**config.mk**
```make
export PLATFORM = sky130hd
export DESIGN_NAME = irq_ctl
export DESIGN_NICKNAME = d
export VERILOG_FILES = /design/src/rtl/irq_ctl.sv
export SDC_FILE = /design/constraint.sdc
export NUM_CORES = 1
export LEC_CHECK = 0
export CORE_AREA = 4 4 74 76
export DETAILED_ROUTE_END_ITERATION = 8
export DIE_AREA = 0 0 78 80
export PLACE_DENSITY = 0.75
export SLEW_MARGIN = 10
export SYNTH_ARGS = -nofsm -noshare
export SYNTH_HDL_FRONTEND = slang
export SYNTH_SLANG_ARGS = --single-unit
```
**constraint.sdc**
```tcl
create_clock -name clk -period 1.28 [get_ports clk]
set_clock_uncertainty 0.15 [all_clocks]
set_input_delay 0.128 -clock clk [delete_from_list [all_inputs] [get_ports clk]]
set_output_delay 0.128 -clock clk [all_outputs]
set_load 0.01 [all_outputs]
```
**src/rtl/irq_ctl.sv**
```systemverilog
// irq_ctl: edge-triggered interrupt controller beside the core.
// Rising edges on src latch into PENDING, MASK enables them, irq is held
// until the core takes the trap (pcsel==4). After that no further request
// is raised until software writes EOI.
// Optional build macro IRQ_SYNC_EN puts a 2-flop synchronizer in front of
// the edge detector, for asynchronous sources.
// Handshake: a take is a single cycle in REQ where irq (after the supervisor
// gate) is 1 and pcsel==3'd4. It is sampled on that clock edge. The core
// gives no ready/valid signal beyond this.
module irq_ctl #(
  parameter int NSRC = 8,
  parameter int IDW  = 3
) (
  input  logic            clk,
  input  logic            reset_n,
  input  logic [NSRC-1:0] src,
  input  logic            supervisor,
  input  logic [2:0]      pcsel,
  input  logic            cfg_we,
  input  logic [1:0]      cfg_addr,
  input  logic [31:0]     cfg_wdata,
  output logic [31:0]     cfg_rdata,
  output logic            irq,
  output logic [IDW-1:0]  cause,
  output logic [1:0]      dbg_state
);

  typedef enum logic [1:0] {
    ST_IDLE    = 2'd0,
    ST_REQ     = 2'd1,
    ST_SERVICE = 2'd2
  } state_t;

  state_t          state_q, state_d;
  logic [NSRC-1:0] pending_q, pending_d;
  logic [NSRC-1:0] mask_q, mask_d;
  logic [NSRC-1:0] src_prev_q, src_prev_d;
  logic [IDW-1:0]  cause_q, cause_d;
  logic            irq_q, irq_d;

  logic [NSRC-1:0] src_s;
  logic [NSRC-1:0] rise;
  logic [NSRC-1:0] active;
  logic [NSRC-1:0] sel_onehot;
  logic [NSRC-1:0] w1c;
  logic [NSRC-1:0] take_clr;
  logic [IDW-1:0]  sel;
  logic            take;
  logic            eoi_wr;
  logic            unused_wdata;

  // Only the low NSRC bits of write data are meaningful.
  assign unused_wdata = ^cfg_wdata;

`ifdef IRQ_SYNC_EN
  logic [NSRC-1:0] sync1_q, sync1_d, sync2_q, sync2_d;

  // Feed the two synchronizer stages.
  always_comb begin
    sync1_d = src;
    sync2_d = sync1_q;
  end

  // Synchronizer registers.
  always_ff @(posedge clk or negedge reset_n) begin
    if (!reset_n) begin
      sync1_q <= '0;
      sync2_q <= '0;
    end else begin
      sync1_q <= sync1_d;
      sync2_q <= sync2_d;
    end
  end

  assign src_s = sync2_q;
`else
  assign src_s = src;
`endif

  // Priority select: the lowest active index wins.
  always_comb begin
    sel        = '0;
    sel_onehot = '0;
    for (int i = NSRC - 1; i >= 0; i--) begin
      if (active[i]) begin
        sel        = IDW'(i);
        sel_onehot = '0;
        sel_onehot[i] = 1'b1;
      end
    end
  end

  // Edge detect, pending/mask update and request FSM next state.
  always_comb begin
    rise       = src_s & ~src_prev_q;
    active     = pending_q & mask_q;
    src_prev_d = src_s;
    w1c        = (cfg_we && cfg_addr == 2'd0) ? cfg_wdata[NSRC-1:0] : '0;
    eoi_wr     = cfg_we && cfg_addr == 2'd3;
    take       = (state_q == ST_REQ) && irq && (pcsel == 3'd4);
    take_clr   = take ? sel_onehot : '0;
    // A hardware set beats a software or take clear on the same bit.
    pending_d  = (pending_q & ~w1c & ~take_clr) | rise;
    mask_d     = (cfg_we && cfg_addr == 2'd1) ? cfg_wdata[NSRC-1:0] : mask_q;
    state_d    = state_q;
    irq_d      = irq_q;
    cause_d    = cause_q;
    case (state_q)
      ST_IDLE: begin
        if (active != '0) begin
          state_d = ST_REQ;
          irq_d   = 1'b1;
        end
      end
      ST_REQ: begin
        if (take) begin
          state_d = ST_SERVICE;
          cause_d = sel;
          irq_d   = 1'b0;
        end else if (active == '0) begin
          state_d = ST_IDLE;
          irq_d   = 1'b0;
        end
      end
      ST_SERVICE: begin
        irq_d = 1'b0;
        if (eoi_wr) state_d = ST_IDLE;
      end
      default: begin
        state_d = ST_IDLE;
        irq_d   = 1'b0;
      end
    endcase
  end

  // State registers, cleared asynchronously.
  always_ff @(posedge clk or negedge reset_n) begin
    if (!reset_n) begin
      state_q    <= ST_IDLE;
      pending_q  <= '0;
      mask_q     <= '0;
      src_prev_q <= '0;
      cause_q    <= '0;
      irq_q      <= 1'b0;
    end else begin
      state_q    <= state_d;
      pending_q  <= pending_d;
      mask_q     <= mask_d;
      src_prev_q <= src_prev_d;
      cause_q    <= cause_d;
      irq_q      <= irq_d;
    end
  end

  // Register read mux; unused bits read 0 and EOI reads 0.
  always_comb begin
    cfg_rdata = '0;
    case (cfg_addr)
      2'd0:    cfg_rdata[NSRC-1:0] = pending_q;
      2'd1:    cfg_rdata[NSRC-1:0] = mask_q;
      2'd2:    cfg_rdata[IDW-1:0]  = cause_q;
      default: cfg_rdata = '0;
    endcase
  end

  assign irq       = irq_q & ~supervisor;
  assign cause     = cause_q;
  assign dbg_state = state_q;

endmodule
```
Yosys cells after proc, flatten, opt, wreduce, memory -nomap -nowiden
Index checks and enable logic that the tools add are counted.

word-level totals
  bits in registers = 30
  output and inout bits = 38

operators by class
  bitwise operators = 10
  equal/unequal tests = 9
  mux-type cells = 29
  reductions and logical operators = 12

operators by type and width
  cell                number
  $mux 8              10
  $and 8x8->8         4
  $mux 3              8
  $not 8->8           3
  $pmux 5 s2          1
  $pmux 3 s3          1
  $logic_not 8->1     1
  $mux 2              4
  $or 8x8->8          1
  $reduce_bool 8->1   1
  $eq 2x2->1 const B  3
  $pmux 2 s3          1
  $logic_and 1x1->1   5
  $eq 2x1->1 const B  2
  $logic_not 2->1     2
  $ne 2x2->1 const B  2
  $reduce_and 2->1    2
  $eq 3x3->1 const B  1
  $mux 1              3
  $ne 3x2->1 const B  1
  $reduce_and 3->1    1
  $pmux 1 s2          1
  $and 1x1->1         1
  $not 1->1           1

Depth between registers and ports, before layout
Gate-level depths: netlist of the first run.

  depth in word-level cells = 13
  depth in mapped cells = 4

Worst setup path before layout of the first run
No wires, ideal clock.

  kind = flip-flop to flip-flop
  start point = register state_q[1] (netlist: dbg_state[1])
  end point = register pending_q[2]
  buffers on the path = 0
  path slack = -168 ps
  cell stages (with the launch flop) = 4
  data arrival time = 1176 ps
  cells stage by stage = dfrtp_1 nor3b_4 nand4_1 a32o_1

between the ends
  longest elaborated chain between the ends = 7

RTL lines
  what                             line  source
  from (decl)                      34    state_t state_q, state_d;
  from (signal assigned)           146   state_q <= state_d;
  $eq 2x1->1                       100   take = (state_q == ST_REQ) && irq && (pcsel == 3'd4);
  $logic_and 1x1->1 (2 in series)  100
  $mux 8                           101   take_clr = take ? sel_onehot : '0;
  $not 8->8                        103   pending_d = (pending_q & ~w1c & ~take_clr) | rise;
  $and 8x8->8                      103
  $or 8x8->8                       103
  via pending_d[2]                 35    logic [NSRC-1:0] pending_q, pending_d;
  to (signal assigned)             147   pending_q <= pending_d;
  to (decl)                        35

The timed path passes the listed nets, and every way through them passes these cells.
A chain may end at the register's enable or synchronous reset.

Worst setup path in the final report of the first run
  start point = register pending_q[2]
  end point = register irq_q

between the ends
  longest elaborated chain between the ends = 4

RTL lines
  what                                                              line      source
  $and 8x8->8 *                                                     96        active = pending_q & mask_q;
  $logic_not 8->1 / $reduce_bool 8->1 (equally long branches)       120, 110
  $ne 3x2->1 (no source line) / $ne 2x2->1 (equally long branches)  -
  $reduce_and 2->1 (no source line) *                               -
  to (signal assigned)                                              151       irq_q <= irq_d;
  to (decl)                                                         39        logic irq_q, irq_d;

Every way passes the cells marked *; elsewhere a longest branch is shown, timed or not.

==> results.toml, run 1 <==
[sta]
finalSetupViolCount = 22
fmax_ghz = 0.662
fin_crit_ns = 1.51
slew_viol_final = 0
final_hold_viol_count = 0
setup_ws_ns = -0.230
grt_setup_unrepaired = "yes"
post-route-period-util_pct = 118

[grt]
grt_usage_pct = 13.5
antenna_found_initial = 0
first_global_vias = 1348
grt_overflow_total = 0
grt_max_degree = 31
grt_pass1_wl_mm = 6.58

[detailed_routing]
wl_per_cell_um = 13.2
vias = 1400
ant_nets = 0
vias_per_cell = 4.47
drt-initial-drc-count = 50
drt_pass1_iterations = 4
wl_mm = 4.14
drcViolationCount = 0

[floorplanning]
die_w_um = 78
dieArea_um2 = 6240
row_count = 25
io_pins = 87
core_um2 = 4720
start_util_pct = 35.8
die_y_um = 80

[clock_tree]
htree_num_levels = 2
postCtsHoldBufs = 0
clkTransAtPathRegs_ns = 0.06
clk_path_buf_depth = 2
cts_tree = "yes"
insertion_delay_ns = 0.28
clock-root-buffer = "clkbuf_8"
cts_sinks = 30
cts_buffers = 5

[final_layout]
finalNetCount = 294
drive_gt1_share_pct = 37.8
diodes = 0
utilization_pct = 52.9
area_growth_pct = 47.9

[critical_path]
cp.required_ns = 1.30
worstSetupStartpointType = "flop"
end_kind = "flop"
cp_max_fo = 3
critPathArrivalTime_ns = 1.53
path_class = "flop to flop"

[synth]
seq_area_frac_synth_pct = 44.4
synth_cell_types = 37
synth_warnings = 0
synth.ff_latch_count = 30
synth_cells = 162
syn_area_um2 = 1690
avgSynthCellArea_um2 = 10.4

[power_and_ir_drop]
powerDensity_nw_per_um2 = 1280
p_leak_nw = 1.18
vdd_ir_drop_max_mv = 0.665

[place]
io_buffers = 38
dp_worst_setup_slack_ns = -0.673
hpwlAfterDp_mm = 3.04
gp_congestion = 0.771

[worst_hold_path]
hp-class = "primary input to async pin"

[run]
max_cap_violations = 0

[outcome]
status = "finished with violations"
violations = "setup timing"
registers in the layout (all words and copies together) (netlist names):
register	flops
dbg_state	2
pending_q	8
mask_q	8
cause	3
src_prev_q	8
irq_q	1
power by group:
part	total [mW]	switching, mW	internal [mW]
clock	0.781	0.348	0.433
combinational	1.21	0.536	0.671
sequential	1.22	0.117	1.10
worst max-delay path: stages (launching register included):
cell and delay, ns:
dfrtp_1 0.40, buf_6 0.13, a22oi_2 0.26, nand4_1 0.21, o21bai_1 0.18, a21oi_1 0.08
area by class of cell:
class	count	area (um^2)
fill	419	2220
multi-input combinational	119	832
tap	67	83.8
sequential	30	753
clock buffer	7	86.3
clock inverter	1	5.00
timing repair buffer	79	701
inverter	10	37.5
cell usage after synthesis:
cell,n,share of area [%]
nand3b_1,2,0.89
a22oi_2,3,2.2
nand2_1,19,4.2
and2_1,1,0.37
and2_0,1,0.37
nor3_4,1,0.96
mux2_2,8,5.3
a21oi_1,2,0.59
and2b_1,1,0.44
o22ai_1,1,0.37
nand4_1,3,1.1
a211oi_2,1,0.74
o211ai_2,1,0.74
a21o_1,2,0.89
nor3b_4,1,1.1
nor3b_2,1,0.74
a21boi_0,4,1.8
a21boi_1,1,0.44
buf_4,24,11
a22oi_1,2,0.89
nor2_1,6,1.3
a221o_1,1,0.59
conb_1,1,0.22
dfrtp_1,30,44
nor2b_1,1,0.37
o21ai_1,8,2.4
nand2b_1,1,0.37
o21bai_1,1,0.44
and4bb_2,1,0.74
inv_1,10,2.2
nand3_1,4,1.2
mux2i_1,8,4.7
o21ai_0,3,0.89
nor3_1,1,0.30
a32o_1,3,1.8
buf_2,2,0.59
nand4_4,2,2.5
cells in the final DEF (no fill, tap or decap), types with 8 or more instances in the layout:
cell type,n
mux2i_1,8
mux2_2,8
o21ai_1,10
buf_6,14
conb_1,24
inv_1,10
nand2_1,18
buf_2,12
clkdlybuf4s50_1,22
buf_4,27
dfrtp_1,28
cells by family (layout without fill, tap and decap cells):
| kind of cell | Yosys count | in the layout | share of synthesized area, % |
|---|---|---|---|
| and+or+nand+nor | 46 | 46 | 17.0 |
| other | 1 | 24 | 0.222 |
| buffers and inverters | 36 | 97 | 13.5 |
| AOI/OAI and AO/OA | 33 | 33 | 14.7 |
| DFF | 30 | 30 | 44.4 |
| muxes | 16 | 16 | 10.1 |
path summary, 6_finish.rpt:
check,from,endpoint,slack [ns],cells after the start
worst max-delay path,pending_q[2],irq_q,-0.23,5
worst min-delay path,reset_n,pending_q[3],0.05,2
worst max register to register,pending_q[2],irq_q,-0.23,5
worst min register to register,src_prev_q[6],pending_q[6],0.26,1
max in group asynchronous,reset_n,dbg_state[0],0.75,2
min in group clk,src[6],src_prev_q[6],0.16,1
layer usage:
layer  share of wire [%]  GRT usage [%]  wire length, um
met3                 6.4           3.61              264
met5                   0              0                0
met2                  51           23.6             2120
met4                 1.0           4.20               42
met1                  41           16.3             1710
repair_timing:
| item | 4_1_cts | 5_1_grt |
|---|---|---|
| gates cloned | 1 | 0 |
| gates resized for setup | 74 | 12 |
| pin swaps | 13 | 10 |
| buffers inserted | 10 | 3 |
| endpoints found under the setup margin | 36 | 24 |
stage by stage:
stage	instances	TNS [ns]	instance area [um^2]	power, mW	hold WS (ns)
after floorplan	185	-0.728	1780	1.77	-0.318
after global placement	292	-15.53	2290	2.32	0.245
after detailed placement	292	-15.90	2290	2.34	0.257
after CTS	310	-2.73	2440	3.17	0.0518
after global routing	313	-4.29	2500	3.40	0.0590
final	313	-2.87	2500	3.21	0.0523
(Power assumes the default switching activity.)
==> run 2: changes to the inputs <==
--- a/config.mk
+++ b/config.mk
@@ -5,6 +5,7 @@
 export SDC_FILE = /design/constraint.sdc
 export NUM_CORES = 1
 export LEC_CHECK = 0
+export ABC_AREA = 1
 export CORE_AREA = 4 4 74 76
 export DETAILED_ROUTE_END_ITERATION = 8
 export DIE_AREA = 0 0 78 80
==> results.toml, run 2 <==
[synth]
avgSynthCellArea_um2 = 8.07
seq_area_frac_synth_pct = 44.5
synth_cell_types = 21
ys.flop_type = "dfrtp_1"
synthTopCellsByArea = "dfrtp_1 (45%), nand2_1 (12%), buf_4 (11%), nand3_1 (7.1%), inv_1 (4.9%)"
synth.most_common_cell = "nand2_1"
synth.ff_latch_count = 30
syn_area_um2 = 1690
synth_top_area_share_pct = 44.5
synth_top_area_cell = "dfrtp_1"
synth_async_sr_flop_share_pct = 100
synthTopCellsByCount = "nand2_1 (56), dfrtp_1 (30), buf_4 (25), nand3_1 (24), inv_1 (22)"
synth_edf_count = 0
synth_cells = 209
synth_warnings = 0

[worst_hold_path]
hold_path_depth = 4
hp-class = "primary input to flop"
hold_end = "dbg_state[1]"
hold_start = "cfg_addr[0]"

[final_layout]
layout_commonest_cell = "nand2_1"
top_regs = "mask_q (8), pending_q (8), src_prev_q (8)"
instances_no_fill = 359
drive_gt1_share_pct = 37.3
regArea_um2 = 752
postLayoutCellArea_um2 = 2560
multiInputGateArea_um2 = 878
diodes = 0
fillers = 438
finalNetCount = 341
layout_common_cells = "nand2_1 (40), buf_4 (31), dfrtp_1 (29), conb_1 (24), clkdlybuf4s50_1 (22)"
area_growth_pct = 52.0

[sta]
fin_crit_ns = 1.37
post-route-period-util_pct = 107
fin_tns_setup_ns = -0.427
fmax_ghz = 0.732
finalSetupViolCount = 11
grt_setup_unrepaired = "yes"
slew_viol_final = 0
final_hold_viol_count = 0
setup_ws_ns = -0.0869

[critical_path]
end_kind = "flop"
cp.required_ns = 1.30
r2r_end = "pending_q[7]"
r2r_cells = 6
worstSetupStartpointType = "flop"
cp_max_fo = 4
path_class = "flop to flop"
timing.rr.start = "dbg_state[1]"
rrSetupSlack_ns = -0.09
critPathArrivalTime_ns = 1.38

[place]
gp_congestion = 0.833
post_dp_cell_area_um2 = 2290
io_buffers = 38
dp_worst_setup_slack_ns = -0.655
hpwlAfterDp_mm = 3.05
numPlacedInstances = 339

[power_and_ir_drop]
p_total_mw = 3.34
pwr-share-seq_pct = 36.6
power_switching_mw = 1.14
p_int_mw = 2.20
vdd_ir_drop_max_mv = 0.576
pwr-share-comb_pct = 42.1
power.share.switching_pct = 34.2
p_leak_nw = 1.31
powerDensity_nw_per_um2 = 1300
pwr-share-clk_pct = 21.3

[detailed_routing]
vias = 1610
wl_per_cell_um = 12.4
wl_mm = 4.45
vias_per_cell = 4.48
ant_nets = 0
drcViolationCount = 0
drt-initial-drc-count = 48
drt_pass1_iterations = 4

[clock_tree]
cts_buffers = 5
htree_num_levels = 2
insertion_delay_ns = 0.28
clk_path_buf_depth = 2
clock-root-buffer = "clkbuf_8"
postCtsHoldBufs = 0
clkTransAtPathRegs_ns = 0.06
cts_sinks = 30
cts_tree = "yes"

[floorplanning]
row_count = 25
dieArea_um2 = 6240
io_pins = 87
die_w_um = 78
core_um2 = 4720
die_y_um = 80
start_util_pct = 35.7

[grt]
grt_overflow_total = 0
grt_usage_pct = 14.2
first_global_vias = 1543
antenna_found_initial = 0
grt_pass1_wl_mm = 6.85
grt_max_degree = 31

[outcome]
status = "finished with violations"
violations = "setup timing"

[run]
max_cap_violations = 0
-- run 2: layout make-up --
type                       count  area share [%]
multi-input combinational    152            34.3
tap                           67            3.27
clock buffer                   7            2.98
timing repair buffer          79            26.6
inverter                      24            3.51
sequential                    30            29.3
-- run 2: worst max-delay path: stages (launching register included) --
cell and delay (ns):
dfrtp_1 0.42, nor2_4 0.12, nand2_2 0.07, nor2_4 0.17
nand2_4 0.09, o21bai_1 0.15, nand2_1 0.06
-- run 2: stage by stage --
stage / hold slack [ns] / utilization (%)
after CTS: 0.0344 / 51.2
after detailed placement: 0.319 / 48.4
after floorplan: -0.318 / -
after global placement: 0.312 / 48.4
final: 0.0359 / 54.3
after global routing: 0.0765 / 54.3
-- run 2: worst max path at each step --
| stage | startpoint | end | slack, ns | cells past startpoint |
|---|---|---|---|---|
| 2_1_floorplan | dbg_state[0] | pending_q[5] | 0.007 | 7 |
| 3_3_place_gp | cfg_addr[1] | cfg_rdata[5] | -0.61 | 5 |
| 3_5_place_dp | cfg_addr[1] | pending_q[6] | -0.66 | 8 |
| 4_1_cts | irq_q | pending_q[5] | -0.06 | 7 |
| 5_1_grt | dbg_state[1] | pending_q[7] | -0.18 | 6 |
| 6_report | dbg_state[1] | pending_q[7] | -0.09 | 6 |
-- run 2: repair_timing --
| item | CTS | global route |
|---|---|---|
| setup endpoints to repair | 33 | 23 |
| gates resized for setup | 83 | 29 |
| setup buffers | 8 | 5 |
| pin swaps | 10 | 20 |
| gates cloned | 0 | 0 |
-- run 2: power by group through the flow --
stage	Clock [mW]	Combinational [mW]	Sequential, mW
final	0.711	1.41	1.22
after global routing	0.760	1.54	1.24
after CTS	0.726	1.23	1.21
after detailed placement	0	1.19	1.22
after global placement	0	1.17	1.22
after floorplan	0	0.570	1.24
-- run 2: cell families (layout without fill, tap and decap cells) --
family / count (synthesis) / count (layout) / synth area share, %
buffers and inverters: 50 / 110 / 16.8
other: 1 / 24 / 0.222
AND/OR/NAND/NOR: 99 / 99 / 25.8
AO/OA/AOI/OAI: 27 / 27 / 10.9
multiplexers: 2 / 2 / 1.78
flip-flops: 30 / 30 / 44.5
-- run 2: routing by layer --
layer | wire length, um | share of wire (%) | GRT usage (%) | vias to the layer above
met5 | 0 | 0 | 0 | -
met2 | 2230 | 50 | 24.6 | 65
met4 | 43 | 0.97 | 6.64 | 0
met3 | 389 | 8.8 | 4.29 | 6
met1 | 1780 | 40 | 15.8 | 752
li1 | - | - | - | 787
==> run 3: changes to the inputs <==
--- a/config.mk
+++ b/config.mk
@@ -9,6 +9,7 @@
 export CORE_AREA = 4 4 74 76
 export DETAILED_ROUTE_END_ITERATION = 8
 export DIE_AREA = 0 0 78 80
+export GPL_ROUTABILITY_DRIVEN = 0
 export PLACE_DENSITY = 0.75
 export SLEW_MARGIN = 10
 export SYNTH_ARGS = -nofsm -noshare
==> results of run 3 <==
The final DEF is identical to that of run 2; final timing and power are the same.
